$ cat src/rtl/receiver_if.sv
// Serial receive link: the FTDI RX line in, the received byte and its status pulses out.
// The receiver takes the master side; the receive buffer (or a testbench) takes the slave side.
interface receiver_if;
  logic       receiveInput;
  logic [7:0] byteReceived;
  logic       done;
  logic       frameError;

  modport master (
    input  receiveInput,
    output byteReceived,
    output done,
    output frameError
  );

  modport slave (
    output receiveInput,
    input  byteReceived,
    input  done,
    input  frameError
  );
endinterface

$ cat src/rtl/receiver.sv
// 8N1 UART receiver on an OVERSAMPLE x baud tick clock, centre-sampling each bit.
// Define UART_RX_MAJORITY_EN to take every sample decision as a 3-sample majority vote.
module receiver #(
  parameter int OVERSAMPLE = 16
) (
  input  logic      clk,
  input  logic      rst,
  receiver_if.master bus
);

  localparam int CW = $clog2(OVERSAMPLE);
  localparam logic [CW-1:0] HALF_LAST = CW'(OVERSAMPLE / 2 - 1);
  localparam logic [CW-1:0] BIT_LAST  = CW'(OVERSAMPLE - 1);

  typedef enum logic [2:0] {
    IDLE,
    START,
    RECEIVE,
    STOP,
    BREAK
  } state_e;

  state_e        state_q, state_d;
  logic [1:0]    sync_q;
  logic [CW-1:0] sampleCount_q, sampleCount_d;
  logic [2:0]    bitIndex_q, bitIndex_d;
  logic [7:0]    shift_q, shift_d;
  logic [7:0]    byte_q, byte_d;
  logic          done_q, done_d;
  logic          frameError_q, frameError_d;
  logic          rxSync;
  logic          sampleBit;

  always_ff @(posedge clk or posedge rst) begin
    if (rst) begin
      sync_q <= 2'b11;
    end else begin
      sync_q <= {sync_q[0], bus.receiveInput};
    end
  end

  assign rxSync = sync_q[1];

`ifdef UART_RX_MAJORITY_EN
  // The two previous rxSync values plus the current one form the 3-entry voting window.
  logic [1:0] hist_q;

  always_ff @(posedge clk or posedge rst) begin
    if (rst) begin
      hist_q <= 2'b11;
    end else begin
      hist_q <= {hist_q[0], rxSync};
    end
  end

  assign sampleBit = (rxSync & hist_q[0]) | (rxSync & hist_q[1]) | (hist_q[0] & hist_q[1]);
`else
  assign sampleBit = rxSync;
`endif

  always_ff @(posedge clk or posedge rst) begin
    if (rst) begin
      state_q       <= IDLE;
      sampleCount_q <= '0;
      bitIndex_q    <= '0;
      shift_q       <= '0;
      byte_q        <= '0;
      done_q        <= 1'b0;
      frameError_q  <= 1'b0;
    end else begin
      state_q       <= state_d;
      sampleCount_q <= sampleCount_d;
      bitIndex_q    <= bitIndex_d;
      shift_q       <= shift_d;
      byte_q        <= byte_d;
      done_q        <= done_d;
      frameError_q  <= frameError_d;
    end
  end

  always_comb begin
    state_d       = state_q;
    sampleCount_d = sampleCount_q;
    bitIndex_d    = bitIndex_q;
    shift_d       = shift_q;
    byte_d        = byte_q;
    done_d        = 1'b0;
    frameError_d  = 1'b0;

    case (state_q)
      IDLE: begin
        sampleCount_d = '0;
        if (!rxSync) begin
          state_d = START;
        end
      end

      // Half a bit in, the start bit must still be low or it was only a glitch.
      START: begin
        sampleCount_d = sampleCount_q + CW'(1);
        if (sampleCount_q == HALF_LAST) begin
          sampleCount_d = '0;
          bitIndex_d    = '0;
          state_d       = sampleBit ? IDLE : RECEIVE;
        end
      end

      RECEIVE: begin
        sampleCount_d = sampleCount_q + CW'(1);
        if (sampleCount_q == BIT_LAST) begin
          sampleCount_d        = '0;
          shift_d[bitIndex_q]  = sampleBit;
          bitIndex_d           = bitIndex_q + 3'd1;
          if (bitIndex_q == 3'd7) begin
            state_d = STOP;
          end
        end
      end

      STOP: begin
        sampleCount_d = sampleCount_q + CW'(1);
        if (sampleCount_q == BIT_LAST) begin
          sampleCount_d = '0;
          if (sampleBit) begin
            byte_d  = shift_q;
            done_d  = 1'b1;
            state_d = IDLE;
          end else begin
            frameError_d = 1'b1;
            state_d      = BREAK;
          end
        end
      end

      // A line held low after a bad stop bit must not be mistaken for a new start.
      BREAK: begin
        sampleCount_d = '0;
        if (rxSync) begin
          state_d = IDLE;
        end
      end

      default: begin
        state_d       = IDLE;
        sampleCount_d = '0;
      end
    endcase
  end

  assign bus.byteReceived = byte_q;
  assign bus.done         = done_q;
  assign bus.frameError   = frameError_q;

endmodule

$ cat src/flat_wrapper.sv
// flat-port wrapper written by rule: the top's interface ports become plain ports
module receiver_flat 
#(
  parameter int OVERSAMPLE = 16
)
  (clk, rst, bus_receiveInput, bus_byteReceived, bus_done, bus_frameError);
  receiver_if bus_i ();
  input  logic clk;
  input  logic rst;
  input wire logic [$bits(bus_i.receiveInput)-1:0] bus_receiveInput;
  output wire logic [$bits(bus_i.byteReceived)-1:0] bus_byteReceived;
  output wire logic [$bits(bus_i.done)-1:0] bus_done;
  output wire logic [$bits(bus_i.frameError)-1:0] bus_frameError;
  assign bus_i.receiveInput = bus_receiveInput;
  assign bus_byteReceived = bus_i.byteReceived;
  assign bus_done = bus_i.done;
  assign bus_frameError = bus_i.frameError;
  receiver #(.OVERSAMPLE(OVERSAMPLE)) u_core (.clk(clk), .rst(rst), .bus(bus_i));
endmodule
$ cat config.mk
export PLATFORM = sky130hd
export DESIGN_NAME = receiver_flat
export DESIGN_NICKNAME = d
export VERILOG_FILES = /design/src/rtl/receiver_if.sv /design/src/rtl/receiver.sv /design/src/flat_wrapper.sv
export SDC_FILE = /design/constraint.sdc
export NUM_CORES = 1
export LEC_CHECK = 0
export ABC_AREA = 1
export CAP_MARGIN = 30
export CORE_MARGIN = 4
export CORE_UTILIZATION = 35
export CTS_BUF_LIST = sky130_fd_sc_hd__clkbuf_2 sky130_fd_sc_hd__clkbuf_4 sky130_fd_sc_hd__clkbuf_8
export CTS_CLUSTER_SIZE = 20
export DETAILED_ROUTE_END_ITERATION = 10
export SETUP_SLACK_MARGIN = 0.05
export SLEW_MARGIN = 25
export SYNTH_ARGS = -nofsm -noshare
export SYNTH_HDL_FRONTEND = slang
export SYNTH_SLANG_ARGS = --single-unit
export TNS_END_PERCENT = 30
$ cat constraint.sdc
create_clock -name clk -period 2.8 [get_ports clk]
set_input_delay 0.7 -clock clk [delete_from_list [all_inputs] [get_ports clk]]
set_output_delay 0.7 -clock clk [all_outputs]
set_load 0.005 [all_outputs]
==> results.sh, run 1 <==
export IMPL_grt_overflow=0
export IMPL_vias_per_cell=4.68
export IMPL_vdd_drop_max_mv=0.301
export IMPL_period_needed_ps=1840
export IMPL_yosysTopAreaCellShare_pct=49.2
export IMPL_ys_seq_area_share_pct=52.9
export IMPL_die_y_microns=71.8
export IMPL_clock_sinks=30
export IMPL_wire_per_inst_microns=10.9
export IMPL_gp_congestion=0.841
export IMPL_areaGrowthSynthToFinish_pct=20.2
export IMPL_synth_seq_cells=30
export IMPL_post_cts_buffers=0
export IMPL_grt_pass1_vias=1062
export IMPL_cts_tree="built"
export IMPL_final_cell_mix="50 x nand2_1, 28 x dfrtp_1, 16 x nand3_1, 12 x inv_1, 12 x clkdlybuf4s50_1"
export IMPL_worst_path_buf_inv=1
export IMPL_syn_area_sq_mm=0.00142
export IMPL_cts_hold_buf=0
export IMPL_portBuffers=12
export IMPL_antenna_found_initial=0
export IMPL_ff2ff_setup_slack_ps=1390
export IMPL_rr_worst_depth=6
export IMPL_slew_headroom_pct=76.1
export IMPL_synth_cells=159
export IMPL_ys_types=25
export IMPL_dieArea_sq_mm=0.00515
export IMPL_period_share_pct=65.6
export IMPL_syn_avg_cell_area_sq_um=8.96
export IMPL_track_usage_pct=11.4
export IMPL_skew_ps=5.52
export IMPL_grt_first_pass_wirelength_microns=4420
export IMPL_powerDensity_mw_per_mm2=718
export IMPL_cp_start_kind="flop"
export IMPL_clockRootBuffer="clkbuf_8"
export IMPL_hold_viol_final=0
export IMPL_crit_slowest_cell="clkdlybuf4s50_1"
export IMPL_leakagePower_uw=0.000865
export IMPL_startpoint="u_core.bus.byteReceived[5]$_DFFE_PP0P_"
export IMPL_ctsResizeCount=0
export IMPL_synth_top_area_cell="dfrtp_1"
export IMPL_grt_setup_unrepaired="false"
export IMPL_worst_path_stages=1
export IMPL_initial_core_util_pct=37.5
export IMPL_crit_family="buffers and inverters"
export IMPL_cts_made_buffers=5
export IMPL_p_total_uw=1230
export IMPL_r2r_end="u_core.shift_q[5]$_DFFE_PP0P_"
export IMPL_drt_iter0_markers=59
export IMPL_r2r_start="u_core.sampleCount_q[0]$_DFF_PP0_"
export IMPL_clockBufferDepth=2
export IMPL_layout_commonest_cell="nand2_1"
export IMPL_synthTopCellsByArea="dfrtp_1 49%, nand2_1 13%, nand3_1 5.6%"
export IMPL_slew_violations=0
export IMPL_synth_fp_nets=165
export IMPL_setup_viol=0
export IMPL_path_max_fanout=2
export IMPL_hpwl_microns=1850
export IMPL_io_pins=13
export IMPL_num_vias=1062
export IMPL_htree_levels=2
export IMPL_end_kind="primary output"
export IMPL_firstDrtPassIters=4
export IMPL_status="completed"
export IMPL_drive_gt1_share_pct=15.6
export IMPL_fp_row_count=22
export IMPL_cap_violations=0
export IMPL_cp_required_ps=2100
export IMPL_timing_setup_tns_ps=0
export IMPL_die_w_microns=71.8
export IMPL_cp_arrival_ps=1140
export IMPL_cp_slowest_stage_delay_ps=510
export IMPL_nNetsFinal=184
export IMPL_fmax_ghz=0.544
export IMPL_clk_pin_slew_ps=60
export IMPL_synth_warnings=0
export IMPL_final_antenna_net_count=0
export IMPL_worst_hold_path_type="reg -> reg"
export IMPL_antenna_cells=0
export IMPL_tightest_slew_ps=359
export IMPL_insertion_delay_ps=280
export IMPL_grt_start_max_net_pins=31
export IMPL_core_area_sq_mm=0.00380
export IMPL_critPathCapture="bus_byteReceived[5]"
export IMPL_cp_cell_sequence="clkdlybuf4s50_1"
export IMPL_critPathKind="reg -> out"
export IMPL_wl_microns=2480
export IMPL_drc_errors=0
metal layers:
layer,wire (microns),track usage (%),part of all wire [%],up-vias
li1,-,-,-,545
met5,0,0,0,-
met2,1180,17.3,47,20
met1,1130,12.4,46,491
met4,65,10.6,2.6,0
met3,103,3.93,4.2,6
layout make-up:
cell class	count	area [sq um]
clock buffers	7	90.1
inverters	18	68.8
clock inverters	1	30.0
flip-flops and latches	30	753
repair buffers	13	128
well taps	48	60.1
fillers	363	2090
multi-input cells	110	582
report_power, final:
part | leakage [uW] | switching (uW) | internal (uW)
Clock | 0.0000619 | 153 | 299
Sequential | 0.000407 | 39.4 | 470
Combinational | 0.000396 | 176 | 92.4
Total | 0.000865 | 368 | 861
cell usage after synthesis, drive strengths merged:
cell	instances
nand2	55
dfrtp	28
nand3	18
inv	16
nor2	16
o21ai	11
ha	3
clkinv	2
dfstp	2
o21bai	2
a21boi	1
a31o	1
buf	1
nand4	1
nor3b	1
xor2	1
per-stage QoR:
step           instances  hold WS (ps)  worst slack [ps]  utilization [%]  instance area (sq um)
6_report             227           358               963             45.1                   1710
5_1_grt              227           362               914             45.1                   1710
4_1_cts              227           359               940             45.1                   1710
3_5_place_dp         219           350              1260             41.9                   1590
3_3_place_gp         219           347              1280             41.9                   1590
2_1_floorplan        159           345              1470                -                   1420
flip-flops by register name (all words and copies together) (netlist names):
signal                   cells
u_core.bus.done              1
u_core.bus.frameError        1
u_core.shift_q               8
u_core.bus.byteReceived      8
u_core.state_q               3
u_core.bitIndex_q            3
u_core.sync_q                2
u_core.sampleCount_q         4
cells by family (layout without fill, tap and decap cells):
family / after synthesis / in the layout / share of synthesized area, %
buffers and inverters: 19 / 39 / 6.24
flip-flops: 30 / 30 / 52.9
AND/OR/NAND/NOR: 91 / 91 / 31.5
adder cells (fa/ha/maj): 3 / 3 / 2.64
AO/OA/AOI/OAI: 15 / 15 / 6.06
XOR/XNOR: 1 / 1 / 0.615
worst reg2reg max path: stages (launching register included):
cell     delay, ps
dfrtp_1        370
ha_1           290
nand3_4        160
nor2_8         190
nand2_2         80
o21ai_1        140
nand2_1         60
how the worst min path moves through the flow:
stage | from | endpoint | slack [ps] | cells past startpoint
final | u_core.sync_q[0]$_DFF_PP1_ | u_core.sync_q[1]$_DFF_PP1_ | 360 | 0
after global routing | u_core.sync_q[0]$_DFF_PP1_ | u_core.sync_q[1]$_DFF_PP1_ | 360 | 0
after CTS | u_core.sync_q[0]$_DFF_PP1_ | u_core.sync_q[1]$_DFF_PP1_ | 360 | 0
after detailed placement | u_core.sync_q[0]$_DFF_PP1_ | u_core.sync_q[1]$_DFF_PP1_ | 350 | 0
after global placement | u_core.sync_q[0]$_DFF_PP1_ | u_core.sync_q[1]$_DFF_PP1_ | 350 | 0
after floorplan | u_core.sync_q[0]$_DFF_PP1_ | u_core.sync_q[1]$_DFF_PP1_ | 350 | 0
(Power assumes the default switching activity.)
==> run 2, diff against run 1 <==
clock period = 1.7 ns   (was 2.8 ns; I/O delays follow)
==> results.sh, run 2 (same netlist as run 1, synthesis figures left out) <==
export IMPL_clockRootBuffer="clkbuf_8"
export IMPL_drt_iter0_markers=76
export IMPL_period_needed_ps=1560
export IMPL_fill_cells=373
export IMPL_setup_viol=0
export IMPL_powerDensity_mw_per_mm2=1120
export IMPL_hold_viol_final=0
export IMPL_wire_per_inst_microns=11.2
export IMPL_layout_commonest_cell="nand2_1"
export IMPL_cts_hold_buf=0
export IMPL_period_share_pct=91.7
export IMPL_fp_row_count=22
export IMPL_timing_setup_tns_ps=0
export IMPL_die_y_microns=71.8
export IMPL_cp_arrival_ps=1130
export IMPL_io_pins=13
export IMPL_grt_setup_unrepaired="false"
export IMPL_slew_headroom_pct=79.9
export IMPL_clk_pin_slew_ps=60
export IMPL_hpwl_microns=1840
export IMPL_firstDrtPassIters=4
export IMPL_gp_congestion=0.846
export IMPL_worst_path_buf_inv=1
export IMPL_holdPathStages=0
export IMPL_postLayoutCoreUtil_pct=44.7
export IMPL_grt_overflow=0
export IMPL_skew_ps=3.46
export IMPL_status="completed"
export IMPL_fmax_ghz=0.641
export IMPL_insertion_delay_ps=290
export IMPL_rr_worst_depth=6
export IMPL_areaGrowthSynthToFinish_pct=19.3
export IMPL_vdd_drop_max_mv=0.391
export IMPL_num_vias=1074
export IMPL_antenna_found_initial=0
export IMPL_grt_start_max_net_pins=31
export IMPL_antenna_cells=0
export IMPL_dieArea_sq_mm=0.00515
export IMPL_wl_microns=2550
export IMPL_dpl_cell_area_sq_mm=0.00160
export IMPL_tightest_slew_ps=298
export IMPL_post_route_cell_area_sq_mm=0.00170
export IMPL_nNetsFinal=184
export IMPL_htree_levels=2
export IMPL_cts_tree="built"
export IMPL_worst_path_stages=1
export IMPL_cp_slowest_stage_delay_ps=500
export IMPL_final_antenna_net_count=0
export IMPL_ctsResizeCount=0
export IMPL_portBuffers=12
export IMPL_critPathKind="reg -> out"
export IMPL_path_max_fanout=2
export IMPL_holdWs_ps=357
export IMPL_drc_errors=0
export IMPL_core_area_sq_mm=0.00380
export IMPL_cp_required_ps=1270
export IMPL_clockBufferDepth=2
export IMPL_die_w_microns=71.8
export IMPL_clock_sinks=30
export IMPL_cap_violations=0
export IMPL_crit_slowest_cell="clkdlybuf4s50_1"
export IMPL_vias_per_cell=4.73
export IMPL_final_cell_mix="50 x nand2_1, 28 x dfrtp_1, 16 x nand3_1, 12 x inv_1, 12 x clkdlybuf4s50_1"
export IMPL_end_kind="primary output"
export IMPL_leakagePower_uw=0.000855
export IMPL_initial_core_util_pct=37.5
export IMPL_grt_first_pass_wirelength_microns=4770
export IMPL_grt_pass1_vias=1064
export IMPL_crit_family="buffers and inverters"
export IMPL_slew_violations=0
export IMPL_worst_hold_path_type="reg -> reg"
export IMPL_cp_cell_sequence="clkdlybuf4s50_1"
export IMPL_post_cts_buffers=0
export IMPL_drive_gt1_share_pct=15.6
export IMPL_track_usage_pct=12.1
export IMPL_cts_made_buffers=5
export IMPL_cp_start_kind="flop"
-- run 2: worst paths after layout --
check,slack [ps],start,end
worst max-delay path,140,u_core.bus.byteReceived[3]$_DFFE_PP0P_,bus_byteReceived[3]
worst min-delay path,360,u_core.sync_q[0]$_DFF_PP1_,u_core.sync_q[1]$_DFF_PP1_
worst max register to register,310,u_core.sampleCount_q[0]$_DFF_PP0_,u_core.shift_q[7]$_DFFE_PP0P_
worst min register to register,360,u_core.sync_q[0]$_DFF_PP1_,u_core.sync_q[1]$_DFF_PP1_
max in group asynchronous,990,rst,u_core.sync_q[1]$_DFF_PP1_
min in group asynchronous,470,rst,u_core.bus.byteReceived[3]$_DFFE_PP0P_
-- run 2: worst register-to-register path, cell delays in order (launching register included) --
cell     delay [ps]
dfrtp_1         370
ha_1            300
nand3_4         160
nor2_8          190
nand2_2          80
o21ai_1         120
nand2_1          60
-- run 2: metrics by stage --
| step | power, uW | instances | setup WS (ps) |
|---|---|---|---|
| final | 1900 | 227 | 141 |
| after detailed placement | 1310 | 219 | 326 |
| after global routing | 2020 | 227 | 96.2 |
| after CTS | 1920 | 227 | 117 |
| after floorplan | 1220 | 159 | 457 |
| after global placement | 1290 | 219 | 359 |
-- run 2: layout make-up --
type | count | area [sq um] | share of cell area (%)
Inverter | 18 | 68.8 | 4.05
Clock buffer | 6 | 82.6 | 4.86
Timing Repair Buffer | 13 | 140 | 8.25
Sequential cell | 30 | 753 | 44.3
Multi-Input combinational cell | 110 | 582 | 34.2
Clock inverter | 2 | 12.5 | 0.736
Tap cell | 48 | 60.1 | 3.53
-- run 2: metal layers --
| metal | global-route usage (%) | up-vias | routed length, microns |
|---|---|---|---|
| li1 | - | 543 | - |
| met1 | 13.7 | 502 | 1160 |
| met2 | 18.3 | 20 | 1150 |
| met3 | 3.09 | 9 | 116 |
| met4 | 11.3 | 0 | 118 |
| met5 | 0 | - | 0 |
-- run 2: power breakdown --
part	leakage, uW	internal [uW]	switching [uW]	total (uW)
Sequential	0.000407	773	63.6	837
Clock	0.0000472	325	278	603
Combinational	0.000401	157	301	457
==> run 3, diff against run 2 <==
SETUP_SLACK_MARGIN = 0.5   (was 0.05)
==> results.sh, run 3 (same netlist as run 1, synthesis figures left out) <==
export IMPL_grt_first_pass_wirelength_microns=4840
export IMPL_period_share_pct=77.4
export IMPL_drive_gt1_share_pct=31.0
export IMPL_vias_per_cell=4.71
export IMPL_num_vias=1155
export IMPL_antenna_cells=0
export IMPL_grt_setup_unrepaired="true"
export IMPL_layout_setup_ws_ps=384
export IMPL_areaGrowthSynthToFinish_pct=29.3
export IMPL_critPathKind="reg -> reg"
export IMPL_crit_slowest_cell="dfrtp_1"
export IMPL_fp_row_count=22
export IMPL_hpwl_microns=2030
export IMPL_die_w_microns=71.8
export IMPL_setup_viol=0
export IMPL_io_pins=13
export IMPL_vdd_drop_max_mv=0.414
export IMPL_clockBufferDepth=2
export IMPL_end_kind="flop"
export IMPL_leakagePower_uw=0.000993
export IMPL_rr_worst_depth=8
export IMPL_grt_start_max_net_pins=31
export IMPL_drt_iter0_markers=77
export IMPL_clock_sinks=30
export IMPL_worst_hold_path_type="reg -> reg"
export IMPL_clockRootBuffer="clkbuf_8"
export IMPL_skew_ps=9.06
export IMPL_status="completed"
export IMPL_cp_slowest_stage_delay_ps=390
export IMPL_tightest_slew_ps=377
export IMPL_firstDrtPassIters=4
export IMPL_cts_tree="built"
export IMPL_r2r_start="u_core.sampleCount_q[1]$_DFF_PP0_"
export IMPL_portBuffers=12
export IMPL_slew_violations=0
export IMPL_fmax_ghz=0.760
export IMPL_gp_congestion=0.857
export IMPL_path_max_fanout=5
export IMPL_layout_commonest_cell="nand2_1"
export IMPL_final_cell_mix="49 x nand2_1, 26 x dfrtp_1, 18 x buf_4, 16 x nand3_1, 12 x inv_1"
export IMPL_cts_made_buffers=5
export IMPL_place_ws_ps=367
export IMPL_dieArea_sq_mm=0.00515
export IMPL_startpoint="u_core.sampleCount_q[1]$_DFF_PP0_"
export IMPL_htree_levels=2
export IMPL_wl_microns=3010
export IMPL_final_antenna_net_count=0
export IMPL_cp_start_kind="flop"
export IMPL_min_to="u_core.sync_q[1]$_DFF_PP1_"
export IMPL_drc_errors=0
export IMPL_grt_overflow=0
export IMPL_die_y_microns=71.8
export IMPL_timing_setup_tns_ps=0
export IMPL_cp_cell_sequence="ha_4 -> nand3_4 -> nand3_1 -> nand2_2 -> inv_2 -> nand2_2 -> nand2_1 -> nand2_1"
export IMPL_p_total_uw=2050
export IMPL_wire_per_inst_microns=12.3
export IMPL_cp_arrival_ps=1470
export IMPL_ff2ff_setup_slack_ps=380
export IMPL_nNetsFinal=202
export IMPL_initial_core_util_pct=37.5
export IMPL_insertion_delay_ps=280
export IMPL_powerDensity_mw_per_mm2=1120
export IMPL_cp_required_ps=1860
export IMPL_track_usage_pct=12.1
export IMPL_core_area_sq_mm=0.00380
export IMPL_r2r_end="u_core.bitIndex_q[0]$_DFFE_PP0P_"
export IMPL_period_needed_ps=1320
export IMPL_hold_viol_final=0
export IMPL_cts_hold_buf=0
export IMPL_min_from="u_core.sync_q[0]$_DFF_PP1_"
export IMPL_clk_pin_slew_ps=60
export IMPL_postLayoutCoreUtil_pct=48.5
export IMPL_antenna_found_initial=0
export IMPL_holdPathStages=0
export IMPL_cap_violations=0
export IMPL_grt_pass1_vias=1129
export IMPL_slew_headroom_pct=74.9
==> run 3: cell count changes in the layout (fill, tap and decap cells not counted), moves of 2 or more <==
cell and change:
buf_4 +18, clkdlybuf4s50_1 -10, buf_2 +8, clkdlybuf4s15_1 +2
dfrtp_1 -2, dfrtp_2 +2, ha_1 -2, nand2_4 +2
o21ai_1 -2, o21ai_2 +2
==> run 3: final cells by class <==
cell class | count | area (sq um)
sequential | 30 | 756
clock inverter | 3 | 40.0
multi-input combinational | 111 | 632
clock buffer | 5 | 68.8
tap | 48 | 60.1
fill | 340 | 1960
inverter | 18 | 70.1
timing repair buffer | 30 | 215
==> run 3: report_power, final <==
group | internal, uW | switching, uW
clock | 431 | 260
sequential | 773 | 71.9
combinational | 189 | 329
total | 1390 | 661
==> run 3: repair_timing <==
action,4_1_cts,5_1_grt
gates resized for setup,38,7
pin swaps,0,4
gates cloned,0,1
setup endpoints to repair,31,35
setup buffers,8,9
==> run 3: worst max-delay path, delay by kind of cell, from the launching register on <==
| kind | cells | cell delay, ps |
|---|---|---|
| buf+inv | 1 | 80 |
| flops | 1 | 390 |
| fa+ha+maj | 1 | 190 |
| simple gates | 6 | 540 |
==> run 3: metrics by stage <==
step | hold WS (ps) | cell area (sq um) | instances
detailed placement | 350 | 1610 | 219
global route | 361 | 1840 | 245
global placement | 346 | 1610 | 219
floorplan | 345 | 1440 | 159
finish | 357 | 1840 | 245
CTS | 359 | 1740 | 235
==> run 3: how the worst max path moves through the flow <==
stage | to | slack [ps] | cells after the start
2_1_floorplan | u_core.state_q[1]$_DFFE_PP0P_ | 500 | 8
3_3_place_gp | u_core.shift_q[2]$_DFFE_PP0P_ | 410 | 7
3_5_place_dp | u_core.state_q[1]$_DFFE_PP0P_ | 370 | 8
4_1_cts | u_core.shift_q[2]$_DFFE_PP0P_ | 390 | 7
5_1_grt | u_core.bitIndex_q[0]$_DFFE_PP0P_ | 280 | 8
6_report | u_core.bitIndex_q[0]$_DFFE_PP0P_ | 380 | 8
==> run 3: routing by layer <==
metal | track usage, % | vias up | wire length [microns]
met2 | 21.1 | 23 | 1550
met1 | 13.0 | 544 | 1280
li1 | - | 584 | -
met3 | 3.79 | 4 | 127
met5 | 0 | - | 0
met4 | 6.47 | 0 | 52
